File: config.mk
export PLATFORM = sky130hd
export DESIGN_NAME = pp_gen_pipe
export DESIGN_NICKNAME = d
export VERILOG_FILES = /design/src/rtl/dadda_pkg.sv /design/src/rtl/pp_skid_buf.sv /design/src/rtl/pp_gen_pipe.sv
export SDC_FILE = /design/constraint.sdc
export NUM_CORES = 1
export LEC_CHECK = 0
export ABC_AREA = 1
export BUFFER_PORTS_ARGS = -buffer_cell sky130_fd_sc_hd__buf_2
export CAP_MARGIN = 20
export CORE_ASPECT_RATIO = 2
export CORE_UTILIZATION = 40
export DETAILED_ROUTE_END_ITERATION = 8
export GPL_TIMING_DRIVEN = 0
export SYNTH_ARGS = -nofsm -noshare
export SYNTH_HDL_FRONTEND = slang
export SYNTH_HIERARCHICAL = 1
export SYNTH_SLANG_ARGS = --single-unit
File: constraint.sdc
create_clock -name clk -period 4.45 [get_ports clk]
set_input_delay 0.2225 -clock clk [delete_from_list [all_inputs] [get_ports clk]]
set_output_delay 0.2225 -clock clk [all_outputs]
set_load 0.02 [all_outputs]
File: src/rtl/dadda_pkg.sv
// dadda_pkg
//   Shared definitions for the front end of the Dadda multiplier.
//   - DEF_WA / DEF_WB : default operand widths used across the multiplier.
//   - PP_W / CORR_W   : partial-product and correction widths for those defaults.
//   - pp_payload_t    : the payload handed to the reduction tree, for the defaults.
//   - pp_w / corr_w   : the same widths for any WA/WB. Modules use these because
//                       a package cannot depend on module parameters.
//   - bw_corr         : modified Baugh-Wooley correction constant for a WA x WB product.
package dadda_pkg;

  localparam int DEF_WA = 8;
  localparam int DEF_WB = 8;
  localparam int PP_W   = DEF_WA * DEF_WB;
  localparam int CORR_W = DEF_WA + DEF_WB;

  typedef struct packed {
    logic [PP_W-1:0]   pp;
    logic [CORR_W-1:0] corr;
    logic              sgn;
  } pp_payload_t;

  function automatic int pp_w(input int wa, input int wb);
    return wa * wb;
  endfunction

  function automatic int corr_w(input int wa, input int wb);
    return wa + wb;
  endfunction

  // 2^(wa-1) + 2^(wb-1) + 2^(wa+wb-1), reduced mod 2^(wa+wb).
  // When wa == wb the two low terms add up to a single bit at position wa.
  function automatic logic [63:0] bw_corr(input int wa, input int wb);
    logic [63:0] v;
    v = (64'd1 << (wa - 1)) + (64'd1 << (wb - 1)) + (64'd1 << (wa + wb - 1));
    if (wa + wb < 64)
      v = v & ((64'd1 << (wa + wb)) - 64'd1);
    return v;
  endfunction

endpackage

File: src/rtl/pp_skid_buf.sv
// pp_skid_buf
//   Generic 2-entry valid/ready buffer with a fully registered in_ready.
//   An output register and one skid entry hold the data. in_ready is simply
//   "skid entry empty". So a word that arrives while the output is stalled is
//   parked in the skid entry, and in_ready drops one cycle later.
// Ports
//   clk, rst            clock, asynchronous active-high reset
//   in_valid/in_ready   upstream handshake (in_ready is a flop)
//   in_data [W]         upstream payload
//   out_valid/out_ready downstream handshake
//   out_data [W]        downstream payload (held stable while stalled)
module pp_skid_buf #(
  parameter int W = 8
) (
  input  logic         clk,
  input  logic         rst,
  input  logic         in_valid,
  output logic         in_ready,
  input  logic [W-1:0] in_data,
  output logic         out_valid,
  input  logic         out_ready,
  output logic [W-1:0] out_data
);

  logic [W-1:0] out_data_reg;
  logic         out_valid_reg;
  logic [W-1:0] skid_data_reg;
  logic         skid_valid_reg;
  logic         accept;

  assign accept = in_valid && !skid_valid_reg;

  always_ff @(posedge clk or posedge rst) begin
    if (rst) begin
      out_data_reg   <= '0;
      out_valid_reg  <= 1'b0;
      skid_data_reg  <= '0;
      skid_valid_reg <= 1'b0;
    end else if (skid_valid_reg) begin
      // Skid full implies the output is full and in_ready is low.
      // On drain the parked word moves up, so out_valid stays high.
      if (out_ready) begin
        out_data_reg   <= skid_data_reg;
        skid_valid_reg <= 1'b0;
      end
    end else if (accept) begin
      if (!out_valid_reg || out_ready) begin
        // The output slot is empty or being emptied this edge, so there is no bubble.
        out_data_reg  <= in_data;
        out_valid_reg <= 1'b1;
      end else begin
        skid_data_reg  <= in_data;
        skid_valid_reg <= 1'b1;
      end
    end else if (out_ready) begin
      out_valid_reg <= 1'b0;
    end
  end

  assign in_ready  = !skid_valid_reg;
  assign out_valid = out_valid_reg;
  assign out_data  = out_data_reg;

endmodule

File: src/rtl/pp_gen_pipe.sv
// pp_gen_pipe
//   Registered partial-product generator feeding the Dadda reduction tree.
//   Each accepted A x B pair produces WB rows of WA bits plus a correction
//   vector. Summing row_i << i with corr, mod 2^(WA+WB), gives the product.
//   signed_mode selects modified Baugh-Wooley: sign-weighted bits are inverted
//   and a constant is added. Latency is 1 cycle, and a 2-entry skid buffer
//   gives a registered in_ready.
// Ports
//   clk, rst               clock, asynchronous active-high reset
//   in_valid/in_ready      operand handshake
//   a [WA], b [WB]         multiplicand, multiplier
//   signed_mode            1 = two's complement operands
//   out_valid/out_ready    result handshake
//   pp [WA*WB]             row i = pp[i*WA +: WA], weight 2^i
//   corr [WA+WB]           constant addend for the tree
//   out_signed             signed_mode of the transaction being presented
module pp_gen_pipe
  import dadda_pkg::*;
#(
  parameter int WA = 8,
  parameter int WB = 8
) (
  input  logic               clk,
  input  logic               rst,
  input  logic               in_valid,
  output logic               in_ready,
  input  logic [WA-1:0]      a,
  input  logic [WB-1:0]      b,
  input  logic               signed_mode,
  output logic               out_valid,
  input  logic               out_ready,
  output logic [WA*WB-1:0]   pp,
  output logic [WA+WB-1:0]   corr,
  output logic               out_signed
);

  localparam int PP_BITS   = pp_w(WA, WB);
  localparam int CORR_BITS = corr_w(WA, WB);
  localparam logic [CORR_BITS-1:0] CORR_SIGNED = CORR_BITS'(bw_corr(WA, WB));

  typedef struct packed {
    logic [PP_BITS-1:0]   pp;
    logic [CORR_BITS-1:0] corr;
    logic                 sgn;
  } payload_t;

  localparam int PAY_W = $bits(payload_t);

  logic [PP_BITS-1:0] pp_comb;
  payload_t           in_pay;
  payload_t           out_pay;
  logic [PAY_W-1:0]   out_pay_bits;

  // Baugh-Wooley inverts the partial products that carry exactly one sign bit.
  // These are the MSB column of rows 0..WB-2 and the low columns of the last row.
  // The sign x sign term keeps its positive weight.
  genvar gi, gj;
  generate
    for (gi = 0; gi < WB; gi++) begin : g_row
      for (gj = 0; gj < WA; gj++) begin : g_col
        localparam bit INV = ((gi < WB - 1) && (gj == WA - 1)) ||
                             ((gi == WB - 1) && (gj < WA - 1));
        if (INV) begin : g_inv
          assign pp_comb[gi*WA + gj] = (a[gj] & b[gi]) ^ signed_mode;
        end else begin : g_pass
          assign pp_comb[gi*WA + gj] = a[gj] & b[gi];
        end
      end
    end
  endgenerate

  always_comb begin
    in_pay      = '0;
    in_pay.pp   = pp_comb;
    in_pay.corr = signed_mode ? CORR_SIGNED : '0;
    in_pay.sgn  = signed_mode;
  end

  pp_skid_buf #(.W(PAY_W)) u_skid (
    .clk       (clk),
    .rst       (rst),
    .in_valid  (in_valid),
    .in_ready  (in_ready),
    .in_data   (in_pay),
    .out_valid (out_valid),
    .out_ready (out_ready),
    .out_data  (out_pay_bits)
  );

  assign out_pay    = payload_t'(out_pay_bits);
  assign pp         = out_pay.pp;
  assign corr       = out_pay.corr;
  assign out_signed = out_pay.sgn;

endmodule
==> results of run 1 <==
[repair_timing]
| action | CTS | global route |
|---|---|---|
| hold buffers | 1 | 0 |
| hold endpoints to repair | 18 | 0 |
| endpoints found under the setup margin | 0 | 0 |
[cells by family after synthesis]
| kind of cell | after synthesis |
|---|---|
| AOI/OAI and AO/OA | 1 |
| buffers and inverters | 150 |
| DFF | 164 |
| other | 1 |
| and+or+nand+nor | 846 |
[tightest hold or removal path: cells and delay by family]
family	cells	cell delay, ns
AND/OR/NAND/NOR	2	0.16
buffers and inverters	1	0.19
[stage by stage]
| step | std cells | util (%) | instance area, um^2 | hold slack (ns) | total power [mW] |
|---|---|---|---|---|---|
| CTS | 1585 | 48.2 | 10100 | 0.158 | 5.62 |
| global route | 1585 | 48.2 | 10100 | 0.180 | 5.91 |
| floorplan | 1189 | - | 8600 | 0.369 | 3.50 |
| detailed placement | 1552 | 45.3 | 9490 | 0.255 | 4.09 |
| global placement | 1547 | 44.8 | 9380 | 0.453 | 4.05 |
| finish | 1585 | 48.2 | 10100 | 0.179 | 5.55 |
[power by group]
part           total [mW]  internal [mW]  switching (mW)
registers            2.26           2.00           0.265
logic                1.79          0.613            1.18
clock network        1.50          0.875           0.623
total                5.55           3.49            2.07
[placed cells by master (no fill, tap or decap), types with 2 or more instances in the layout]
master	netlist	layout
clkinvlp_4	0	3
clkbuf_1	0	2
clkbuf_16	0	17
nand3_1	257	257
conb_1	1	28
dfrtp_1	164	164
nand2_1	583	583
buf_4	21	21
clkinv_4	0	4
inv_2	4	4
buf_6	18	18
bufinv_16	0	2
clkbuf_8	0	3
buf_12	0	4
nor2_4	3	3
buf_2	55	144
inv_1	52	51
[synthesized netlist by cell type]
master	number	area, um^2
nand2_1	583	2190
nand3_1	257	1290
dfrtp_1	164	4100
buf_2	55	275
inv_1	52	195
buf_4	21	158
buf_6	18	203
inv_2	4	15.0
nor2_4	3	33.8
conb_1	1	3.75
nand2_2	1	6.26
nand2_4	1	11.3
nor2_2	1	6.26
o21ai_0	1	5.00
[final cells by class]
type	count	area, um^2
multi-input combinational	875	3640
sequential	164	4100
clock buffer	22	474
clock inverter	10	124
timing repair buffer	95	563
fill	2186	10800
tap	269	337
buffer	94	636
inverter	56	214
[per-layer routing]
layer  vias to the layer above  global-route usage, %
met5                         -                      0
met4                         2                   9.62
met3                        35                   3.92
met2                       174                   41.6
met1                      3594                   25.8
li1                       3879                      -
[worst paths after layout]
path                       cells past startpoint  slack, ns                            startpoint                                    to
max                                            4       2.61       u_skid/skid_valid_reg$_DFF_PP0_                              in_ready
min                                            3       0.18                           signed_mode   u_skid/skid_data_reg[9]$_DFFE_PP0P_
max reg2reg                                    5       2.83       u_skid/skid_valid_reg$_DFF_PP0_       u_skid/out_data[32]$_DFFE_PP0P_
min reg2reg                                    2       0.47  u_skid/skid_data_reg[25]$_DFFE_PP0P_  u_skid/skid_data_reg[25]$_DFFE_PP0P_
max in group asynchronous                      6       3.10                                   rst   u_skid/skid_data_reg[5]$_DFFE_PP0P_
min in group asynchronous                      3       0.34                                   rst       u_skid/out_data[31]$_DFFE_PP0P_
==> flow_summary.ini, run 1 <==
[route]
wl_met3_um = 926
routed_wl_mm = 23.7
met1_length_mm = 9.48
routed_via_density = 4.85
highest_layer = met5
vias = 7684
drt_iter0_markers = 407
wl_per_cell_um = 15.0
wl_met2_mm = 12.7
drt-pass1-iter-count = 5
remaining_drc_errors = 0
ant_nets = 0

[synthesis]
yosysWarnings = 6
mappedNetlistArea_um2 = 8490
yosys.area_share.simple_pct = 41.6
ys_seq_area_share_pct = 48.3
syn_area_per_cell_um2 = 7.31
synth_seq_cells = 164
synth_xor_area_share_pct = 0
synth_top_family_by_area = simple AND/OR/NAND/NOR gates
synthMuxAreaShare_pct = 0
netlist_instances = 1162
yosysUniqueCellTypes = 14
synth-compound-area-share_pct = 0.0589
synthAdderAreaFrac_pct = 0

[timing]
report.final.setup_viol = 0
relSlewSlack_pct = 52.9
fin_ws_ns = 2.61
setup_tns_ns = 0
period_minus_slack_ns = 1.84
min_period_over_period_pct = 41.3
worst_pin_slew_ns = 0.705
max_freq_mhz = 544
finClkSkew_ns = 0.0105
hold_viol = 0
maxSlewViolCount = 0
rsz0062_at_grt = no

[critical_path]
path_class = register to output port
path_common_cell = buf_2
crit_fanout = 10
required_ns = 4.23
end_kind = output port
start_kind = register
slowest_stage = dfrtp_1
worst_path_largest_cell_delay_ns = 0.36
arrival_ns = 1.62
crit_chain = buf_4 > inv_2 > buf_2 > buf_2
cp_top_family = buffers and inverters
worst-path-buf-inv = 4

[clocking]
clk_latency_ns = 0.44
cts_buffer_depth = 2
cts_tree = yes
path_clk_slew_ns = 0.06
clock-sinks = 164
post_cts_resize_count = 0
cts.htree.levels = 4
clk_root_buffer_cell = clkbuf_16
postCtsSetupBuffers = 0
numCtsBuffers = 17

[grt]
grt_use_total_pct = 22.8
antenna_found_initial = 1
overflow = 0
grt_max_degree = 42
grt_pass1_wl_mm = 38.7
grt_pass1_vias = 7583

[status]
status = finished clean

[die]
fp.coreArea_um2 = 20900
io_pins = 104
floorplan.initialDensity_pct = 40.6
num_rows = 75
die_w_um = 105
dieArea_um2 = 21800
die_y_um = 208

[pwr]
max-vdd-ir-drop_uv = 251
power_density_nw_per_um2 = 550
leakagePower_nw = 6.09

[placement]
gp_congestion = 0.800
pre_cts_ws_ns = 2.79
dpl.hpwl_mm = 16.9
portBuffers = 89

[finish]
fin_nets = 1324
n_antenna_cell = 0
layout-drive-gt1-share_pct = 17.4
areaGrowthSynthToFinish_pct = 18.9

[job]
max-cap-violations = 0

[hold_path]
hp-class = input port to register
(Power assumes the default switching activity.)
==> inputs of run 2 (changes only) <==
Clock period 4.45 ns to 1.5 ns, I/O delays scaled along.
==> run 2 against run 1 <==
Count of clock-buffer cells in the layout is the same; worst hold slack got worse by 0.15 ns; worst setup slack got worse by 2.5 ns; flip-flop and latch count unchanged; global-route usage hardly changed; critical path depth grew 3; critical endpoint is now u_skid/skid_data_reg[72]$_DFFE_PP0P_; highest routed layer unchanged.
==> flow_summary.ini, run 2 (synthesis gave the netlist of run 1 again) <==
[placement]
gp_congestion = 0.800
dpl.hpwl_mm = 16.9
portBuffers = 89
pre_cts_ws_ns = -0.163
postPlaceCellArea_um2 = 9490

[pwr]
power.net_switching_mw = 6.16
seqPwrFrac_pct = 40.6
p_int_mw = 10.4
total_power_mw = 16.5
clock_power_share_pct = 26.9
combinationalPowerShare_pct = 32.5
swShare_pct = 37.3
leakagePower_nw = 6.12
power_density_nw_per_um2 = 1630
max-vdd-ir-drop_uv = 745

[critical_path]
reg2reg_slack_ns = 0.09
end_kind = register
rr_endpoint = u_skid/skid_data_reg[72]$_DFFE_PP0P_
crit_fanout = 10
startpoint = u_skid/skid_valid_reg$_DFF_PP0_
crit_chain = buf_4 > nor2_4 > buf_6 > nand2_4 > buf_6 > nand2_1 > nand2_1
required_ns = 1.82
arrival_ns = 1.73
cp_top_family = buffers and inverters
start_kind = register
worst_path_largest_cell_delay_ns = 0.36
worst-path-buf-inv = 3
path_class = register to register
reg2reg_depth = 7
slowest_stage = dfrtp_1
reg2reg_from = u_skid/skid_valid_reg$_DFF_PP0_

[clocking]
cts.htree.levels = 4
cts_buffer_depth = 2
cts_tree = yes
clk_latency_ns = 0.44
clock-sinks = 164
numCtsBuffers = 17
clk_root_buffer_cell = clkbuf_16
path_clk_slew_ns = 0.06

[die]
die_w_um = 105
num_rows = 75
fp.coreArea_um2 = 20900
dieArea_um2 = 21800
floorplan.initialDensity_pct = 40.6
die_y_um = 208
io_pins = 104

[timing]
min_period_over_period_pct = 94.2
maxSlewViolCount = 0
setup_tns_ns = 0
whs_ns = 0.0273
fin_ws_ns = 0.0876
max_freq_mhz = 708
period_minus_slack_ns = 1.41
hold_viol = 0
report.final.setup_viol = 0
finClkSkew_ns = 0.00926
rsz0062_at_grt = no

[route]
wl_per_cell_um = 15.0
routed_wl_mm = 23.8
vias = 7724
drt_iter0_markers = 397
routed_via_density = 4.87
remaining_drc_errors = 0
ant_nets = 0
drt-pass1-iter-count = 5

[finish]
final_cell_mix = nand2_1, nand3_1, dfrtp_1
final_common_cell = nand2_1
n_antenna_cell = 0
layout-drive-gt1-share_pct = 17.7
fin_nets = 1325
areaGrowthSynthToFinish_pct = 19.4
fin_area_um2 = 10100

[hold_path]
holdCritStartpoint = signed_mode
min_path_cells = 3
worstHoldEndpoint = u_skid/skid_data_reg[9]$_DFFE_PP0P_
hp-class = input port to register

[grt]
overflow = 0
grt_pass1_wl_mm = 38.7
grt_use_total_pct = 22.8
grt_max_degree = 42
antenna_found_initial = 1
grt_pass1_vias = 7591

[status]
status = finished clean

[job]
max-cap-violations = 0
## run 2: changes by cell type in the layout (fill, tap and decap cells not counted), sizes merged
cell | previous run | this run
buf | 188 | 189
## run 2: cell type report
type,count,area [um^2]
clock buffer,22,474
fill,2178,10800
tap,269,337
multi-input combinational,875,3660
sequential,164,4110
timing repair buffer,97,593
buffer,93,631
clock inverter,10,124
inverter,56,219
## run 2: worst max-delay path by stage
stage | end | slack [ns] | cells past startpoint
2_1_floorplan | u_skid/out_data[0]$_DFFE_PP0P_ | -0.66 | 1
3_3_place_gp | u_skid/out_data[76]$_DFFE_PP0P_ | -1.87 | 2
3_5_place_dp | u_skid/out_data[45]$_DFFE_PP0P_ | -0.16 | 5
4_1_cts | u_skid/out_data[31]$_DFFE_PP0P_ | -0.01 | 6
5_1_grt | u_skid/skid_data_reg[61]$_DFFE_PP0P_ | 0.02 | 7
6_report | u_skid/skid_data_reg[72]$_DFFE_PP0P_ | 0.09 | 7
## run 2: what timing repair did
action	CTS	global route
hold buffers	1	0
setup buffers	0	2
endpoints found under the hold margin	45	0
resized for setup	8	2
setup endpoints to repair	82	89
pin swaps	0	1
## run 2: power by group through the flow
| stage | Sequential, mW | Combinational (mW) | Clock (mW) |
|---|---|---|---|
| floorplan | 7.61 | 2.76 | 0 |
| global placement | 6.75 | 5.26 | 0 |
| detailed placement | 6.79 | 5.35 | 0 |
| CTS | 6.72 | 5.40 | 4.56 |
| global route | 6.90 | 5.95 | 4.73 |
| finish | 6.72 | 5.37 | 4.45 |
## run 2: per-layer routing
layer | global-route usage, % | up-vias | share of wire, %
li1 | - | 3885 | -
met1 | 25.8 | 3623 | 40
met2 | 41.7 | 177 | 53
met3 | 3.92 | 37 | 4.1
met4 | 9.62 | 2 | 2.6
met5 | 0 | - | 0.050
## run 2: worst min-delay path, delay by kind of cell
family | cells | cell delay, ns
buffers and inverters | 1 | 0.19
AND/OR/NAND/NOR | 2 | 0.16
## run 2: through the flow
stage / instances / utilization, %
finish: 1586 / 48.5
global route: 1586 / 48.5
CTS: 1585 / 48.3
detailed placement: 1552 / 45.3
global placement: 1547 / 44.8
floorplan: 1189 / -
==> inputs of run 3 (changes only) <==
Settings changed: BUFFER_PORTS_ARGS -buffer_cell sky130_fd_sc_hd__buf_2 to -buffer_cell sky130_fd_sc_hd__buf_4.
==> run 3 against run 2 <==
Sequential share of layout area down 0.89 points; critical path type is now register to output port; largest power group unchanged; cell area up 2.2%; global-route usage up 0.18 points; cell count up 0.13%.
==> flow_summary.ini, run 3 (synthesis gave the netlist of run 1 again) <==
[status]
status = finished clean

[clocking]
clk_latency_ns = 0.44
cts_tree = yes
path_clk_slew_ns = 0.06
numCtsBuffers = 17
clk_root_buffer_cell = clkbuf_16
cts_buffer_depth = 2
cts.htree.levels = 4
clock-sinks = 164

[hold_path]
hp-class = input port to register

[grt]
grt_pass1_wl_mm = 38.9
grtUsageMet3_pct = 4.29
grt_use_total_pct = 23.0
grt_use_met2_pct = 41.9
grt_max_degree = 40
grt-busiest-layer = met2
antenna_found_initial = 1
grt_pass1_vias = 7523
overflow = 0
use_met1_pct = 26.4

[critical_path]
worst_path_largest_cell_delay_ns = 0.36
start_kind = register
end_kind = output port
reg2reg_slack_ns = 0.06
crit_fanout = 10
crit_chain = buf_4 > inv_8 > buf_8 > buf_4
path_class = register to output port
path_common_cell = buf_4
worst-path-buf-inv = 4
cp_top_family = buffers and inverters
slowest_stage = dfrtp_1
required_ns = 1.42
arrival_ns = 1.36

[die]
dieArea_um2 = 21800
fp.coreArea_um2 = 20900
die_y_um = 208
floorplan.initialDensity_pct = 40.6
num_rows = 75
die_w_um = 105
io_pins = 104

[finish]
n_antenna_cell = 0
final_util_pct = 49.5
fin_area_um2 = 10400
nFillCells = 2115
layout-drive-gt1-share_pct = 17.7
areaGrowthSynthToFinish_pct = 22.1
final_common_cell = nand2_1
final_cell_mix = nand2_1, nand3_1, dfrtp_1
fin_nets = 1327

[placement]
dpl.hpwl_mm = 16.9
gp_congestion = 0.817
postPlaceCellArea_um2 = 9680
pre_cts_ws_ns = -0.154
portBuffers = 89

[route]
vias = 7706
drt_iter0_markers = 317
routed_wl_mm = 24.1
wl_per_cell_um = 15.2
ant_nets = 0
drt-pass1-iter-count = 5
routed_via_density = 4.85
remaining_drc_errors = 0

[pwr]
clock_power_share_pct = 26.2
combinationalPowerShare_pct = 34.1
p_int_mw = 10.8
swShare_pct = 36.5
max-vdd-ir-drop_uv = 686
seqPwrFrac_pct = 39.7
leakagePower_nw = 6.15
power.net_switching_mw = 6.21
power_density_nw_per_um2 = 1640
total_power_mw = 17.0

[timing]
worst_pin_slew_ns = 0.594
max_freq_mhz = 695
rsz0062_at_grt = yes
relSlewSlack_pct = 60.2
period_minus_slack_ns = 1.44
fin_ws_ns = 0.0622
maxSlewViolCount = 0
finClkSkew_ns = 0.00612
hold_viol = 0
report.final.setup_viol = 0
min_period_over_period_pct = 95.9

[job]
max-cap-violations = 0
-- run 3: cell types whose count changed in the layout (fill, tap and decap cells not counted), moves of 2 or more --
| cell | previous run | this run |
|---|---|---|
| inv_6 | 2 | 0 |
| buf_4 | 23 | 111 |
| clkinvlp_4 | 3 | 5 |
| buf_2 | 142 | 54 |
-- run 3: per-layer routing --
layer  wire length [um]  vias up  share of wire, %
met3                967       34               4.0
li1                   -     3888                 -
met5                 10        -             0.041
met1               9720     3604                40
met2              12900      178                54
met4                494        2               2.1
-- run 3: metrics by stage --
stage | instances | hold WS (ns) | setup TNS [ns]
floorplan | 1189 | 0.221 | -108.21
global route | 1588 | 0.0473 | -0.00122
detailed placement | 1551 | 0.157 | -10.43
CTS | 1585 | -0.000279 | -9.14
global placement | 1547 | 0.434 | -313.05
finish | 1588 | 0.0360 | 0
-- run 3: final timing paths --
| path | startpoint | to | depth (start not counted) |
|---|---|---|---|
| setup / recovery | u_skid/skid_valid_reg$_DFF_PP0_ | in_ready | 4 |
| hold / removal | out_ready | u_skid/out_valid$_DFFE_PP0P_ | 4 |
| setup reg to reg | u_skid/out_valid$_DFFE_PP0P_ | u_skid/skid_data_reg[67]$_DFFE_PP0P_ | 7 |
| hold reg to reg | u_skid/skid_data_reg[66]$_DFFE_PP0P_ | u_skid/skid_data_reg[66]$_DFFE_PP0P_ | 2 |
| max in group asynchronous | rst | u_skid/out_data[64]$_DFFE_PP0P_ | 6 |
| min in group asynchronous | rst | u_skid/out_data[46]$_DFFE_PP0P_ | 3 |
-- run 3: final cells by class --
cell class / count / area [um^2] / area share (%)
plain buffers: 94 / 646 / 6.23
clock buffers: 22 / 474 / 4.58
clock inverters: 10 / 125 / 1.21
inverters: 56 / 221 / 2.14
multi-input cells: 875 / 3660 / 35.3
flip-flops and latches: 164 / 4100 / 39.6
well taps: 269 / 337 / 3.25
repair buffers: 97 / 796 / 7.68
repair inverters: 1 / 5.00 / 0.0483
-- run 3: timing repair --
item	CTS	global route
hold buffers	2	0
pin swaps	0	1
hold endpoints to repair	27	0
setup buffers	0	2
setup endpoints to repair	82	122
cloned	0	1
resized for setup	2	8
-- run 3: worst register-to-register path: cells and delay by family, from the launching register on --
kind / cells / cell delay [ns]
buffers and inverters: 3 / 0.48
DFF: 1 / 0.44
and+or+nand+nor: 4 / 0.40
-- run 3: power groups by stage --
stage                     Sequential [mW]  Clock, mW  Combinational, mW
after floorplan                      7.61          0               2.76
after global placement               6.80          0               5.68
after detailed placement             6.83          0               5.76
after CTS                            6.77       4.55               5.79
after global routing                 6.94       4.73               6.40
final                                6.76       4.45               5.80
